[src/rtl/io_block_mover.sv]
// Bus-master copy engine: moves word_count 32-bit words from src_addr to dst_addr
// over the I/O chip-select/read/write port, then raises intr until inta.
module io_block_mover #(
  parameter int CNT_W = 10
) (
  input  logic             clk,
  input  logic             reset,
  input  logic             start,
  input  logic [31:0]      src_addr,
  input  logic [31:0]      dst_addr,
  input  logic [CNT_W-1:0] word_count,
  input  logic             inta,
  input  logic [31:0]      io_din,
  output logic [31:0]      io_addr,
  output logic [31:0]      io_dout,
  output logic             io_cs,
  output logic             io_rd,
  output logic             io_wr,
  output logic             busy,
  output logic             intr
);

  typedef enum logic [1:0] {
    IDLE  = 2'd0,
    READ  = 2'd1,
    WRITE = 2'd2,
    INTR  = 2'd3
  } state_t;

  state_t           state_reg, state_next;
  logic [31:0]      src_reg, src_next;
  logic [31:0]      dst_reg, dst_next;
  logic [31:0]      data_reg, data_next;
  logic [CNT_W-1:0] cnt_reg, cnt_next;

  always_ff @(posedge clk) begin
    if (reset) begin
      state_reg <= IDLE;
      src_reg   <= '0;
      dst_reg   <= '0;
      data_reg  <= '0;
      cnt_reg   <= '0;
    end else begin
      state_reg <= state_next;
      src_reg   <= src_next;
      dst_reg   <= dst_next;
      data_reg  <= data_next;
      cnt_reg   <= cnt_next;
    end
  end

  // Outputs depend only on registered state, so no input reaches an output combinationally.
  always_comb begin
    state_next = state_reg;
    src_next   = src_reg;
    dst_next   = dst_reg;
    data_next  = data_reg;
    cnt_next   = cnt_reg;
    io_addr    = '0;
    io_dout    = '0;
    io_cs      = 1'b0;
    io_rd      = 1'b0;
    io_wr      = 1'b0;
    busy       = 1'b0;
    intr       = 1'b0;

    unique case (state_reg)
      IDLE: begin
        if (start) begin
          src_next   = src_addr;
          dst_next   = dst_addr;
          cnt_next   = word_count;
          state_next = (word_count == '0) ? INTR : READ;
        end
      end
      READ: begin
        io_cs      = 1'b1;
        io_rd      = 1'b1;
        io_addr    = src_reg;
        busy       = 1'b1;
        data_next  = io_din;
        state_next = WRITE;
      end
      WRITE: begin
        io_cs      = 1'b1;
        io_wr      = 1'b1;
        io_addr    = dst_reg;
        io_dout    = data_reg;
        busy       = 1'b1;
        // Plain 32-bit adds: addresses wrap modulo 2^32 and keep their low bits.
        src_next   = src_reg + 32'd4;
        dst_next   = dst_reg + 32'd4;
        cnt_next   = cnt_reg - 1'b1;
        state_next = (cnt_reg == CNT_W'(1)) ? INTR : READ;
      end
      INTR: begin
        busy = 1'b1;
        intr = 1'b1;
        if (inta) state_next = IDLE;
      end
      default: state_next = IDLE;
    endcase
  end

endmodule

[config.mk]
export PLATFORM = sky130hd
export DESIGN_NAME = io_block_mover
export DESIGN_NICKNAME = d
export VERILOG_FILES = /design/src/rtl/io_block_mover.sv
export SDC_FILE = /design/constraint.sdc
export NUM_CORES = 1
export LEC_CHECK = 0
export CAP_MARGIN = 20
export CORE_MARGIN = 10
export CORE_UTILIZATION = 50
export CTS_BUF_LIST = sky130_fd_sc_hd__clkbuf_16
export DETAILED_ROUTE_END_ITERATION = 10
export DONT_BUFFER_PORTS = 1
export GPL_TIMING_DRIVEN = 0
export PLACE_DENSITY = 0.66
export SLEW_MARGIN = 25
export SYNTH_ARGS = -nofsm -noshare
export SYNTH_HDL_FRONTEND = slang
export SYNTH_SLANG_ARGS = --single-unit
[constraint.sdc]
create_clock -name clk -period 3.2 [get_ports clk]
set_clock_uncertainty 0.05 [all_clocks]
set_input_delay 0.48 -clock clk [delete_from_list [all_inputs] [get_ports clk]]
set_output_delay 0.48 -clock clk [all_outputs]
set_load 0.05 [all_outputs]
==> flow_metrics.py <==
metrics = {
    "synth": {
        "synthArstFlopShare": 0,
        "syn-num-nets": 937,
        "synth_cell_types": 57,
        "synth-main-ff-cell": "sky130_fd_sc_hd__dfxtp_1",
        "synth_sequential_area_ratio": 0.334,
        "syn-cell-area_um2": 6470,
        "synth.ff_latch_count": 108,
        "synth_warnings": 0,
        "synth-edff-count": 0,
        "synth_area_per_cell_um2": 7.92,
        "post_synth_inst_count": 818,
    },
    "cts": {
        "cts.path.max_buffers": 2,
        "htree_levels": 3,
        "cts_tree": "yes",
        "clock_insertion_delay_worst_skew_ns": 0.37,
        "cts.clk_slew.worst_paths_ns": 0.08,
        "cts_buffers": 9,
        "clkSinkCount": 108,
        "cts-root-buf": "sky130_fd_sc_hd__clkbuf_16",
    },
    "worst_hold_path": {
        "hold_path_endpoint": "data_reg[18]",
        "whs_path_depth": 2,
        "min_path_type": "input pin to flop",
        "min_from": "io_din[18]",
    },
    "die": {
        "std_cell_rows": 41,
        "initial_core_utilization": 0.511,
        "ios": 179,
        "die_height_um": 134,
        "core_area_um2": 12700,
        "floorplan.die_area_um2": 17900,
        "die_x_um": 134,
    },
    "drt": {
        "via_count": 6878,
        "detail_route.wirelength_um": 27100,
        "drt_iter0_drc": 788,
        "drt-vias-per-instance": 6.82,
        "wl_per_cell_um": 26.9,
        "dr_drc_count": 0,
        "drt_pass1_iterations": 6,
        "route.antenna.remaining_nets": 0,
    },
    "global_routing": {
        "grt_first_pass_wirelength_um": 40700,
        "number_of_global_route_vias_before_repair": 6754,
        "grt.total_usage": 0.292,
        "grt_antenna_before_repair": 3,
        "grt_start_max_net_pins": 21,
        "globalRoute.totalOverflow": 0,
    },
    "outcome": {
        "run_status": "finished clean",
    },
    "setup_path": {
        "rr_endpoint": "src_reg[21]",
        "critPathTopFamily": "buffers and inverters",
        "worst-path-max-fanout": 10,
        "critical-path-max-stage-delay_ns": 0.65,
        "critPathArrivalTime_ns": 3.39,
        "reg2reg_from": "state_reg[0]",
        "cp_cell_sequence": "inv_1 -> ha_4 -> buf_2 -> clkinv_1 -> nor2_1 -> clkbuf_1 -> o32ai_1 -> a211oi_1",
        "cp.buffers_inverters": 4,
        "worst_r2r_path_depth": 8,
        "r2r_slack_ns": 0.04,
        "timing.critical_path.to_type": "flop",
        "critical_path.slowest_cell": "sky130_fd_sc_hd__nor2_1",
        "timing.critical_path.from_type": "flop",
        "required_ns": 3.43,
        "path_class": "flop to flop",
        "crit_cells": 8,
        "critical_path.startpoint": "state_reg[0]",
    },
    "timing": {
        "max_slew.worst_pin.slew_ns": 0.861,
        "timing.setup.tns_ns": 0,
        "final-hold-violation-count": 0,
        "finalSetupViolations": 0,
        "max_transition_margin": 0.422,
        "timing.final.crit_share": 0.989,
        "slew_violations": 0,
        "setup_ws_ns": 0.0351,
        "grt_setup_unrepaired": "false",
        "fmax_mhz": 316,
        "timing.final.crit_period_ns": 3.16,
    },
    "power_and_ir_drop": {
        "power.share.switching": 0.393,
        "p_sw_mw": 1.61,
        "internal_power_mw": 2.48,
        "seq_power_share": 0.418,
        "p_comb_frac": 0.300,
        "leakagePower_nw": 2.48,
        "p_per_area_nw_per_um2": 562,
        "worst_vdd_drop_mv": 0.415,
        "p_clk_frac": 0.282,
    },
    "finish": {
        "most-common-layout-cells": "sky130_fd_sc_hd__dfxtp_1, sky130_fd_sc_hd__nor2_1, sky130_fd_sc_hd__nand2_1",
        "design.final.nets": 948,
        "layout_commonest_cell": "sky130_fd_sc_hd__dfxtp_1",
        "layoutNonFillerInstCount": 1009,
        "num-fill-cells": 1214,
        "layout-drive-gt1-share": 0.125,
        "areaGrowthSynthToFinish_pct": 12.4,
    },
    "placed_design": {
        "routabilityCongestion": 0.991,
        "io_buffer_count": 0,
        "setup_slack_after_placement_ns": -0.620,
        "post-dp-hpwl_um": 20100,
        "dp.cells": 990,
    },
    "flow_run": {
        "max_cap_viol_count": 0,
    },
}
==> final cells by class <==
class / instances / area (um2) / area share
clock inverters: 7 / 66.3 / 0.00911
clock buffers: 9 / 225 / 0.0310
plain buffers: 65 / 270 / 0.0371
inverters: 12 / 45.0 / 0.00619
multi-input cells: 633 / 4280 / 0.589
well taps: 172 / 215 / 0.0296
flip-flops and latches: 108 / 2160 / 0.297
diodes: 3 / 7.51 / 0.00103
==> power groups by stage <==
| stage | Combinational, mW | Sequential, mW | Clock [mW] |
|---|---|---|---|
| after global routing | 1.32 | 1.73 | 1.21 |
| final | 1.23 | 1.71 | 1.15 |
| after CTS | 1.20 | 1.70 | 1.16 |
| after floorplan | 0.827 | 1.66 | 0 |
| after detailed placement | 1.12 | 1.73 | 0 |
| after global placement | 1.10 | 1.72 | 0 |
==> routing by layer <==
metal | share of wire | global-route usage | up-vias
met5 | 0 | 0 | -
met4 | 0.029 | 0.0985 | 0
met3 | 0.12 | 0.0975 | 57
met2 | 0.47 | 0.472 | 480
met1 | 0.39 | 0.356 | 3274
li1 | - | - | 3067
==> timing repair <==
item	4_1_cts	5_1_grt
gates resized for setup	80	14
setup buffers	0	0
hold buffers	0	0
setup endpoints to repair	69	68
==> cell usage after synthesis (all sizes together), types with 3 or more instances <==
library cell  number  share of area
a311oi             5         0.0077
and2              34          0.033
o21a               3         0.0035
inv               11         0.0064
o31ai              4         0.0046
buf               21          0.014
nor4              17          0.025
and3              17          0.017
nand2b             3         0.0029
a2111oi            3         0.0041
mux2i             50          0.077
nor3              17          0.013
clkbuf            44          0.026
a22oi             38          0.044
o22ai             31          0.030
a221oi             7          0.010
nand4             22          0.022
nor2              97          0.056
nand3             36          0.030
o21ai             36          0.028
a21oi             37          0.029
xor2               5         0.0068
o211a              3         0.0046
or3                5         0.0056
a31oi              5         0.0048
a211oi            31          0.036
and4               7         0.0095
o31a               4         0.0054
dfxtp            108           0.33
nand2             52          0.031
nor3b              4         0.0046
ha                 9          0.017
nor2b             33          0.032
==> worst max-delay path by stage <==
stage / endpoint / slack (ns)
floorplan: io_addr[16] / 0.14
global placement: io_addr[22] / -0.61
detailed placement: io_addr[22] / -0.62
CTS: io_addr[10] / 0.005
global route: io_addr[18] / 0.005
finish: src_reg[21] / 0.04
==> metrics by stage <==
step / hold WS [ns] / total power [mW] / util / cell area (um2)
2_1_floorplan: 0.400 / 2.49 / - / 6470
3_3_place_gp: 0.413 / 2.82 / 0.528 / 6690
3_5_place_dp: 0.422 / 2.85 / 0.528 / 6690
4_1_cts: 0.207 / 4.05 / 0.571 / 7230
5_1_grt: 0.207 / 4.26 / 0.574 / 7270
6_report: 0.205 / 4.09 / 0.574 / 7280
==> cells by family (layout without fill, tap and decap cells) <==
family / after synthesis / in the layout / share of synthesized area
DFF: 108 / 108 / 0.334
xor gates and xnor gates: 7 / 7 / 0.00947
and+or+nand+nor: 346 / 346 / 0.284
buffers and inverters: 77 / 93 / 0.0462
muxes: 51 / 51 / 0.0790
adders and majority gates: 9 / 9 / 0.0174
AOI/OAI and AO/OA: 220 / 220 / 0.230
other: 0 / 3 / 0
Note: power is estimated with default switching activity, not from simulation.
